===== src/rtl/lcd_pkg.sv =====
`default_nettype none
// ============================================================================
//  Module   : lcd_pkg
//  Brief    : Shared HD44780 instruction codes, FSM state encodings and
//             helpers for the LCD row writer.
//  Revision : 1.0 - initial release
// ============================================================================
package lcd_pkg;

  // HD44780 instruction bytes (rs = 0)
  localparam logic [7:0] LCD_FUNC_8BIT_2LINE = 8'h38;
  localparam logic [7:0] LCD_DISP_ON         = 8'h0C;
  localparam logic [7:0] LCD_CLEAR           = 8'h01;
  localparam logic [7:0] LCD_ENTRY_INC       = 8'h06;
  localparam logic [7:0] LCD_LINE1_ADDR      = 8'h80;
  localparam logic [7:0] LCD_LINE2_ADDR      = 8'hC0;

  // Number of entries in the init sequence, minus one
  localparam logic [2:0] INIT_LAST_IDX = 3'd4;

  typedef enum logic [2:0] {
    ST_POWERUP = 3'd0,
    ST_INIT    = 3'd1,
    ST_ADDR1   = 3'd2,
    ST_CHAR1   = 3'd3,
    ST_ADDR2   = 3'd4,
    ST_CHAR2   = 3'd5
  } top_state_t;

  typedef enum logic [1:0] {
    TX_IDLE   = 2'd0,
    TX_SETUP  = 2'd1,
    TX_STROBE = 2'd2,
    TX_WAIT   = 2'd3
  } tx_state_t;

  // Init instruction for a given sequence index. The function-set command is
  // deliberately sent twice, as the controller may still be in its reset mode.
  function automatic logic [7:0] init_cmd(input logic [2:0] idx);
    case (idx)
      3'd0:    init_cmd = LCD_FUNC_8BIT_2LINE;
      3'd1:    init_cmd = LCD_FUNC_8BIT_2LINE;
      3'd2:    init_cmd = LCD_DISP_ON;
      3'd3:    init_cmd = LCD_CLEAR;
      default: init_cmd = LCD_ENTRY_INC;
    endcase
  endfunction

  // Character at a column; column 0 lives in the top byte of the row vector.
  function automatic logic [7:0] row_char(input logic [127:0] row,
                                          input logic [3:0]   col);
    row_char = row[{(4'd15 - col), 3'b000} +: 8];
  endfunction

endpackage : lcd_pkg
`default_nettype wire


===== src/rtl/lcd_byte_tx.sv =====
`default_nettype none
// ============================================================================
//  Module   : lcd_byte_tx
//  Brief    : Sends one byte on the HD44780 8-bit bus: setup cycle, enable
//             strobe, then a post-strobe wait (longer for the clear command).
//  Revision : 1.0 - initial release
// ============================================================================
module lcd_byte_tx
  import lcd_pkg::*;
#(
  parameter int EN_CYCLES         = 5,
  parameter int WAIT_CYCLES       = 500,
  parameter int CLEAR_WAIT_CYCLES = 20000
) (
  input  logic       clk,
  input  logic       rst,
  input  logic       start,
  input  logic       rs,
  input  logic [7:0] data_byte,
  output logic       lcd_rs,
  output logic       lcd_en,
  output logic [7:0] lcd_data,
  output logic       busy,
  output logic       done
);

  tx_state_t   state, next_state;
  logic [31:0] cnt;
  logic [31:0] wait_last;

  // The clear command needs a much longer settle time than everything else
  assign wait_last = (!lcd_rs && (lcd_data == LCD_CLEAR)) ? 32'(CLEAR_WAIT_CYCLES - 1)
                                                          : 32'(WAIT_CYCLES - 1);

  assign busy   = (state != TX_IDLE);
  assign lcd_en = (state == TX_STROBE);

  // State register, phase counter and bus latch
  always_ff @(posedge clk) begin
    if (rst) begin
      state    <= TX_IDLE;
      cnt      <= '0;
      lcd_rs   <= 1'b0;
      lcd_data <= 8'h00;
    end else begin
      state <= next_state;
      if ((state != next_state) || (state == TX_IDLE))
        cnt <= '0;
      else
        cnt <= cnt + 32'd1;
      // rs/data are only loaded on acceptance, so they stay put all transaction
      if ((state == TX_IDLE) && start) begin
        lcd_rs   <= rs;
        lcd_data <= data_byte;
      end
    end
  end

  // Phase sequencing and completion pulse
  always_comb begin
    next_state = state;
    done       = 1'b0;
    case (state)
      TX_IDLE:   if (start) next_state = TX_SETUP;
      TX_SETUP:  next_state = TX_STROBE;
      TX_STROBE: if (cnt == 32'(EN_CYCLES - 1)) next_state = TX_WAIT;
      TX_WAIT: begin
        if (cnt == wait_last) begin
          done       = 1'b1;
          next_state = TX_IDLE;
        end
      end
      default:   next_state = TX_IDLE;
    endcase
  end

endmodule : lcd_byte_tx
`default_nettype wire


===== src/rtl/lcd_row_writer.sv =====
`default_nettype none
// ============================================================================
//  Module   : lcd_row_writer
//  Brief    : Powers up and initialises a 16x2 HD44780 LCD, then refreshes
//             both rows continuously from a per-frame row snapshot.
//  Revision : 1.0 - initial release
// ============================================================================
module lcd_row_writer
  import lcd_pkg::*;
#(
  parameter int POWERUP_CYCLES    = 150000,
  parameter int EN_CYCLES         = 5,
  parameter int WAIT_CYCLES       = 500,
  parameter int CLEAR_WAIT_CYCLES = 20000
) (
  input  logic         clk,
  input  logic         rst,
  input  logic [127:0] row1,
  input  logic [127:0] row2,
  output logic         lcd_rs,
  output logic         lcd_rw,
  output logic         lcd_en,
  output logic [7:0]   lcd_data,
  output logic         init_done,
  output logic         frame_done
);

  top_state_t   state, next_state;
  logic [31:0]  pwr_cnt;
  logic [2:0]   init_idx;
  logic [3:0]   col;
  logic [127:0] snap1, snap2;
  logic         tx_start, tx_rs, tx_busy, tx_done;
  logic [7:0]   tx_byte;
  logic         last_col;

  assign lcd_rw   = 1'b0;
  assign last_col = (col == 4'd15);

  lcd_byte_tx #(
    .EN_CYCLES         (EN_CYCLES),
    .WAIT_CYCLES       (WAIT_CYCLES),
    .CLEAR_WAIT_CYCLES (CLEAR_WAIT_CYCLES)
  ) u_tx (
    .clk       (clk),
    .rst       (rst),
    .start     (tx_start),
    .rs        (tx_rs),
    .data_byte (tx_byte),
    .lcd_rs    (lcd_rs),
    .lcd_en    (lcd_en),
    .lcd_data  (lcd_data),
    .busy      (tx_busy),
    .done      (tx_done)
  );

  // State register plus the counters, snapshots and status flags it drives
  always_ff @(posedge clk) begin
    if (rst) begin
      state      <= ST_POWERUP;
      pwr_cnt    <= '0;
      init_idx   <= '0;
      col        <= '0;
      snap1      <= '0;
      snap2      <= '0;
      init_done  <= 1'b0;
      frame_done <= 1'b0;
    end else begin
      state      <= next_state;
      frame_done <= (state == ST_CHAR2) && tx_done && last_col;
      if (state == ST_POWERUP)
        pwr_cnt <= pwr_cnt + 32'd1;
      if ((state == ST_INIT) && tx_done) begin
        init_idx <= init_idx + 3'd1;
        if (init_idx == INIT_LAST_IDX)
          init_done <= 1'b1;
      end
      // Column counter wraps 15 -> 0 on the same edge the state advances
      if (((state == ST_CHAR1) || (state == ST_CHAR2)) && tx_done)
        col <= col + 4'd1;
      // Snapshot taken on ADDR1 entry so a whole frame shows one row version
      if ((next_state == ST_ADDR1) && (state != ST_ADDR1)) begin
        snap1 <= row1;
        snap2 <= row2;
      end
    end
  end

  // Next-state logic and byte selection for the transmitter
  always_comb begin
    next_state = state;
    tx_start   = 1'b0;
    tx_rs      = 1'b0;
    tx_byte    = 8'h00;
    case (state)
      ST_POWERUP: begin
        if (pwr_cnt == 32'(POWERUP_CYCLES - 1)) next_state = ST_INIT;
      end
      ST_INIT: begin
        tx_start = !tx_busy;
        tx_byte  = init_cmd(init_idx);
        if (tx_done && (init_idx == INIT_LAST_IDX)) next_state = ST_ADDR1;
      end
      ST_ADDR1: begin
        tx_start = !tx_busy;
        tx_byte  = LCD_LINE1_ADDR;
        if (tx_done) next_state = ST_CHAR1;
      end
      ST_CHAR1: begin
        tx_start = !tx_busy;
        tx_rs    = 1'b1;
        tx_byte  = row_char(snap1, col);
        if (tx_done && last_col) next_state = ST_ADDR2;
      end
      ST_ADDR2: begin
        tx_start = !tx_busy;
        tx_byte  = LCD_LINE2_ADDR;
        if (tx_done) next_state = ST_CHAR2;
      end
      ST_CHAR2: begin
        tx_start = !tx_busy;
        tx_rs    = 1'b1;
        tx_byte  = row_char(snap2, col);
        if (tx_done && last_col) next_state = ST_ADDR1;
      end
      default: next_state = ST_POWERUP;
    endcase
  end

endmodule : lcd_row_writer
`default_nettype wire

===== config.mk =====
export PLATFORM = sky130hd
export DESIGN_NAME = lcd_row_writer
export DESIGN_NICKNAME = d
export VERILOG_FILES = /design/src/rtl/lcd_pkg.sv /design/src/rtl/lcd_byte_tx.sv /design/src/rtl/lcd_row_writer.sv
export SDC_FILE = /design/constraint.sdc
export NUM_CORES = 1
export LEC_CHECK = 0
export CORE_MARGIN = 2
export CORE_UTILIZATION = 48
export DETAILED_ROUTE_END_ITERATION = 12
export GPL_TIMING_DRIVEN = 0
export MAX_ROUTING_LAYER = met4
export PLACE_DENSITY = 0.78
export RECOVER_POWER = 100
export SLEW_MARGIN = 20
export SYNTH_ARGS = -nofsm -noshare
export SYNTH_HDL_FRONTEND = slang
export SYNTH_SLANG_ARGS = --single-unit

===== constraint.sdc =====
create_clock -name clk -period 2.5 [get_ports clk]
set_input_delay 0.5 -clock clk [delete_from_list [all_inputs] [get_ports clk]]
set_output_delay 0.5 -clock clk [all_outputs]
set_load 0.03 [all_outputs]

==> flow_summary.json, run 1 <==
{
  "core_um2": 30750,
  "hpwlAfterDp_um": 39350,
  "ctsLongestPathBuffers": 3,
  "grt_usage_pct": 32.72,
  "via_per_inst": 5.879,
  "path_clk_slew_ps": 60,
  "antenna_cells": 0,
  "htreeDepth": 2,
  "rows": 64,
  "seq_area_frac_synth_pct": 45.48,
  "synth_top_area_share_pct": 45.48,
  "cp-endpoint": "snap2[115]",
  "critical_path.max_stage_delay_ps": 530,
  "synthTopCellsByArea": "dfxtp_1 45%, nand2_1 15%, a21oi_1 9.4%",
  "final_util_pct": 68.93,
  "grt_use_met1_pct": 39.80,
  "setup_viol_count_final": 252,
  "r2r_slack_ps": -160,
  "drtPass1Iterations": 6,
  "wl_um": 55160,
  "crit_type": "reg -> reg",
  "worstSetupStartpointType": "register",
  "finalHoldViolCount": 0,
  "worst_ir_drop_vdd_mv": 0.3999,
  "syn_nets": 2127,
  "slew_headroom_pct": 42.27,
  "tritoncts": "done",
  "grt_start_max_net_pins": 15,
  "drtAntennaViolNets": 0,
  "period_needed_ps": 2657,
  "drv_slew": 0,
  "fin_worst_skew_ps": 17.45,
  "drtIter0Drc": 1375,
  "overflow": 0,
  "r2r_cells": 9,
  "initial_core_util_pct": 49.10,
  "dieArea_um2": 32890,
  "vias": 15355,
  "grt_pass1_wl_um": 80940,
  "end_kind": "register",
  "failed_checks": "negative setup slack",
  "grt_busiest_layer": "met2",
  "syn_avg_cell_area_um2": 8.118,
  "tns_ps": -23930,
  "clock-sinks": 343,
  "antenna_found_initial": 0,
  "ioPinCount": 271,
  "p_per_area_nw_per_um2": 553.0,
  "tightest_slew_ps": 864.0,
  "port_buffers": 269,
  "hp-class": "reg -> reg",
  "worstPathMaxFanout": 8,
  "use_met2_pct": 54.33,
  "cts_hold_buffers": 0,
  "numCtsBuffers": 36,
  "async_flop_share_pct": 0,
  "cp.required_ps": 2930,
  "layout_common_cells": "519 x nand2_1, 341 x dfxtp_1, 264 x clkdlybuf4s50_1",
  "crit_path_top_delay_cell": "or4_4",
  "synth_edf_count": 0,
  "arrival_ps": 3080,
  "rsz0062_at_grt": "yes",
  "synth_cell_types": 59,
  "cap_violations": 0,
  "die_w_um": 181.4,
  "routedWlPerCell_um": 21.12,
  "crit_chain": "or4_4, or4_4, mux2i_4, and4_4, buf_12, buf_16, clkbuf_16, nand2_2, a21oi_1",
  "worst-path-stages": 9,
  "place_congestion": 1.002,
  "insertion_delay_ps": 520,
  "status": "finished with violations",
  "r2r-start": "u_tx.cnt[10]",
  "synth-main-ff-cell": "dfxtp_1",
  "fmax_mhz": 376.3,
  "drc": 0,
  "dp_slack_ps": -1291,
  "path_common_cell": "or4_4",
  "finalWorstSetupSlack_ps": -157.2,
  "cp_top_family": "simple AND/OR/NAND/NOR gates",
  "synth_top_cell_by_area": "dfxtp_1",
  "cts-root-buf": "clkbuf_16",
  "syn_inst": 1860,
  "critPathBufInv": 3,
  "drive_gt1_share_pct": 18.86,
  "grt_pass1_vias": 14746,
  "ys_warn_count": 0,
  "fin_nets": 2460,
  "die_y_um": 181.4,
  "netlist_area_um2": 15100,
  "gr-usage-met3_pct": 5.322,
  "rr_endpoint": "snap2[115]",
  "crit_start": "u_tx.cnt[10]",
  "yosys_register_bits": 343,
  "timing.final.crit_share_pct": 106.3,
  "final_common_cell": "nand2_1",
  "syn_to_final_growth_pct": 40.36,
  "leakage_nw": 7.240
}
layer usage:
layer	wire length, µm	vias up
met5	0	-
met4	2369	0
met3	5057	184
met2	26430	857
met1	21300	7323
li1	-	6991
state kept, by name, indices dropped and copies added (netlist names):
name and cells:
frame_done 1, u_tx.state 2, init_done 1, state 3, snap1 128, snap2 128
pwr_cnt 32, u_tx.lcd_rs 1, col 4, init_idx 3, u_tx.lcd_data 8, u_tx.cnt 32
worst min-delay path by stage:
| stage | from | endpoint | slack, ps | cells after the start |
|---|---|---|---|---|
| 2_1_floorplan | snap1[24] | snap1[24] | 430 | 2 |
| 5_1_grt | snap1[97] | snap1[97] | 470 | 2 |
| 4_1_cts | snap1[78] | snap1[78] | 450 | 2 |
| 6_report | snap2[22] | snap2[22] | 450 | 2 |
| 3_3_place_gp | snap1[56] | snap1[56] | 440 | 2 |
| 3_5_place_dp | snap2[22] | snap2[22] | 440 | 2 |
where the power goes:
part / internal, W / switching, W / total, W
Sequential: 0.00548 / 0.0000253 / 0.00551
Combinational: 0.000423 / 0.000319 / 0.000742
Clock: 0.00327 / 0.00221 / 0.00547
Total: 0.00917 / 0.00255 / 0.0117
cell families (layout without fill, tap and decap cells):
logic type | after synthesis | count (layout) | share of synthesized area (%)
AND/OR/NAND/NOR | 874 | 874 | 24.29
XOR/XNOR | 56 | 56 | 3.248
multiplexers | 62 | 62 | 7.615
adder cells (fa/ha/maj) | 9 | 9 | 0.7458
AO/OA/AOI/OAI | 368 | 368 | 13.49
other | 1 | 1 | 0.02484
flip-flops | 343 | 343 | 45.48
buffers and inverters | 147 | 503 | 5.113
layout make-up:
class	count	area, µm²
clock inverters	14	178.9
flip-flops and latches	343	6872
inverters	18	67.56
fillers	2385	9555
plain buffers	125	1109
well taps	396	495.5
repair buffers	299	3114
multi-input cells	1370	8344
clock buffers	47	1013
synthesized netlist by cell type, types with 6 or more instances:
library cell and n:
nand2_1 591, dfxtp_1 343, a21oi_1 283, nor2_1 116, clkbuf_1 75, mux4_2 41, nand3_1 36, xnor2_1 30
xor2_1 26, nand4_1 25, buf_6 23, nor3_1 22, buf_2 20, inv_1 18, mux2i_1 17, nor4_1 17
o21ai_0 16, or3_1 15, a31oi_1 13, and3_1 12, a22oi_1 9, and2_1 9, ha_1 9, nor2b_1 7
a221oi_1 6, buf_4 6, o211ai_1 6
per-stage QoR:
stage | hold slack, ps | instance area (µm²) | std cells | total power, W
after floorplan | 431.5 | 15100 | 1860 | 0.005786
after global placement | 438.2 | 18290 | 2525 | 0.006311
after detailed placement | 444.2 | 18290 | 2525 | 0.006314
after CTS | 452.1 | 20330 | 2597 | 0.01167
after global routing | 468.8 | 21190 | 2612 | 0.01198
final | 453.1 | 21190 | 2612 | 0.01172
worst min-delay path, delay by kind of cell, from the launching register on:
family / cells / cell delay [ps]
compound gates: 1 / 50
flops: 1 / 310
simple gates: 1 / 50
timing repair:
action / 4_1_cts / 5_1_grt
cloned: 5 / 6
setup endpoints to repair: 311 / 302
buffers inserted: 9 / 10
pin swaps: 34 / 63
resized for setup: 215 / 204
(Power assumes the default switching activity.)
==> run 2: changes to the inputs <==
Settings changed: GPL_TIMING_DRIVEN 0 to not set.
==> run 2 against run 1 <==
Net effect:
- the run still ends with negative setup slack left
- clock power is 12% higher
- register-to-register slack is essentially flat
- via count down 0.85%
- flip-flop and latch count is the same
- clock skew rose by 0.88 ps
- setup slack improved by 6.0 ps
- wire length decreased by 4.9%
- critical endpoint is now snap2[123]
- largest power group is now the clock network
==> flow_summary.json, run 2 (same netlist as run 1, synthesis figures left out) <==
{
  "leakage_nw": 7.516,
  "worst_ir_drop_vdd_mv": 0.5214,
  "grt_pass1_wl_um": 70990,
  "drc": 0,
  "tritoncts": "done",
  "tns_ps": -12350,
  "cp.required_ps": 2940,
  "initial_core_util_pct": 49.10,
  "numCtsBuffers": 38,
  "timing.final.crit_share_pct": 106.0,
  "clock-sinks": 343,
  "rows": 64,
  "die_w_um": 181.4,
  "die_y_um": 181.4,
  "antenna_found_initial": 1,
  "cts-root-buf": "clkbuf_16",
  "drtIter0Drc": 1711,
  "worstSetupStartpointType": "register",
  "final_common_cell": "nand2_1",
  "top_regs": "snap1 (128), snap2 (128)",
  "slew_headroom_pct": 34.90,
  "final_util_pct": 69.78,
  "via_per_inst": 5.885,
  "layout_common_cells": "526 x nand2_1, 340 x dfxtp_1, 262 x clkdlybuf4s50_1",
  "htreeDepth": 2,
  "period_needed_ps": 2651,
  "overflow": 0,
  "cts_hold_buffers": 0,
  "drive_gt1_share_pct": 16.85,
  "cap_violations": 0,
  "status": "finished with violations",
  "grt_pass1_vias": 13808,
  "fmax_mhz": 377.2,
  "port_buffers": 269,
  "place_congestion": 0.9634,
  "crit_type": "reg -> reg",
  "hp-class": "in -> reg",
  "drtPass1Iterations": 8,
  "fin_nets": 2427,
  "syn_to_final_growth_pct": 42.09,
  "finalHoldViolCount": 0,
  "dp_slack_ps": -47.42,
  "failed_checks": "negative setup slack",
  "finalWorstSetupSlack_ps": -151.2,
  "fin_cells": 2587,
  "insertion_delay_ps": 530,
  "path_clk_slew_ps": 60,
  "tightest_slew_ps": 976.5,
  "core_um2": 30750,
  "end_kind": "register",
  "post-place-cells": 2473,
  "arrival_ps": 3090,
  "worstPathMaxFanout": 7,
  "vias": 15224,
  "p_per_area_nw_per_um2": 577.1,
  "hpwlAfterDp_um": 32110,
  "ioPinCount": 271,
  "wl_um": 52430,
  "drv_slew": 0,
  "drtAntennaViolNets": 0,
  "dieArea_um2": 32890,
  "fin_worst_skew_ps": 18.34,
  "grt_usage_pct": 27.68,
  "ctsLongestPathBuffers": 3,
  "grt_start_max_net_pins": 120,
  "routedWlPerCell_um": 20.27,
  "rsz0062_at_grt": "yes",
  "setup_viol_count_final": 246
}
## run 2: cell types whose count changed in the layout (fill, tap and decap cells not counted), moves of 9 or more
cell       change
a21oi_1       +33
a21oi_2       -33
clkbuf_1      -28
clkbuf_16     +23
nand2_2       -16
buf_4         +14
clkbuf_2      -12
clkbuf_8      -12
buf_8         -11
buf_12        +10
nand2_4        +9
## run 2: cell type report
| cell class | count | area (µm²) |
|---|---|---|
| diodes | 1 | 2.502 |
| clock buffers | 58 | 1130 |
| clock inverters | 12 | 241.5 |
| fillers | 2203 | 9294 |
| inverters | 18 | 67.56 |
| multi-input cells | 1370 | 8134 |
| flip-flops and latches | 343 | 6870 |
| well taps | 396 | 495.5 |
| repair buffers | 389 | 4514 |
## run 2: final timing paths
path | from | end | slack (ps) | depth (start not counted)
worst min register to register | snap1[48] | snap1[48] | 450 | 2
worst max-delay path | u_tx.cnt[14] | snap2[123] | -150 | 9
worst min-delay path | rst | snap2[103] | 320 | 2
worst max register to register | u_tx.cnt[14] | snap2[123] | -150 | 9
## run 2: stage by stage
stage | hold WS, ps | area [µm²] | total power (W)
floorplan | 431.5 | 15100 | 0.005786
global placement | 439.2 | 18380 | 0.006311
detailed placement | 445.6 | 18380 | 0.006306
CTS | 297.2 | 19870 | 0.01235
global route | 312.8 | 21460 | 0.01268
finish | 324.2 | 21460 | 0.01238
## run 2: per-layer routing
layer / GRT usage [%] / share of wire, %
met5: - / 0
met4: 11.58 / 4.7
met3: 3.830 / 8.4
met2: 45.72 / 48
met1: 34.11 / 39
## run 2: repair_timing
| action | 4_1_cts | 5_1_grt |
|---|---|---|
| pin swaps | 1 | 91 |
| gates resized for setup | 19 | 209 |
| buffers inserted | 1 | 8 |
| endpoints found under the setup margin | 129 | 285 |
| gates cloned | 1 | 33 |
## run 2: worst max-delay path, stage by stage (launching register included)
cell and delay [ps]:
dfxtp_2 320, or4_4 530, or4_4 450, mux2i_4 230
and4_4 310, buf_12 130, buf_12 170, clkbuf_16 180
nand2_1 80, a21oi_1 170
## run 2: power by group
group          internal (W)  total (W)  switching (W)
registers           0.00548    0.00551      0.0000237
clock network       0.00385    0.00615        0.00230
logic              0.000421   0.000726       0.000306
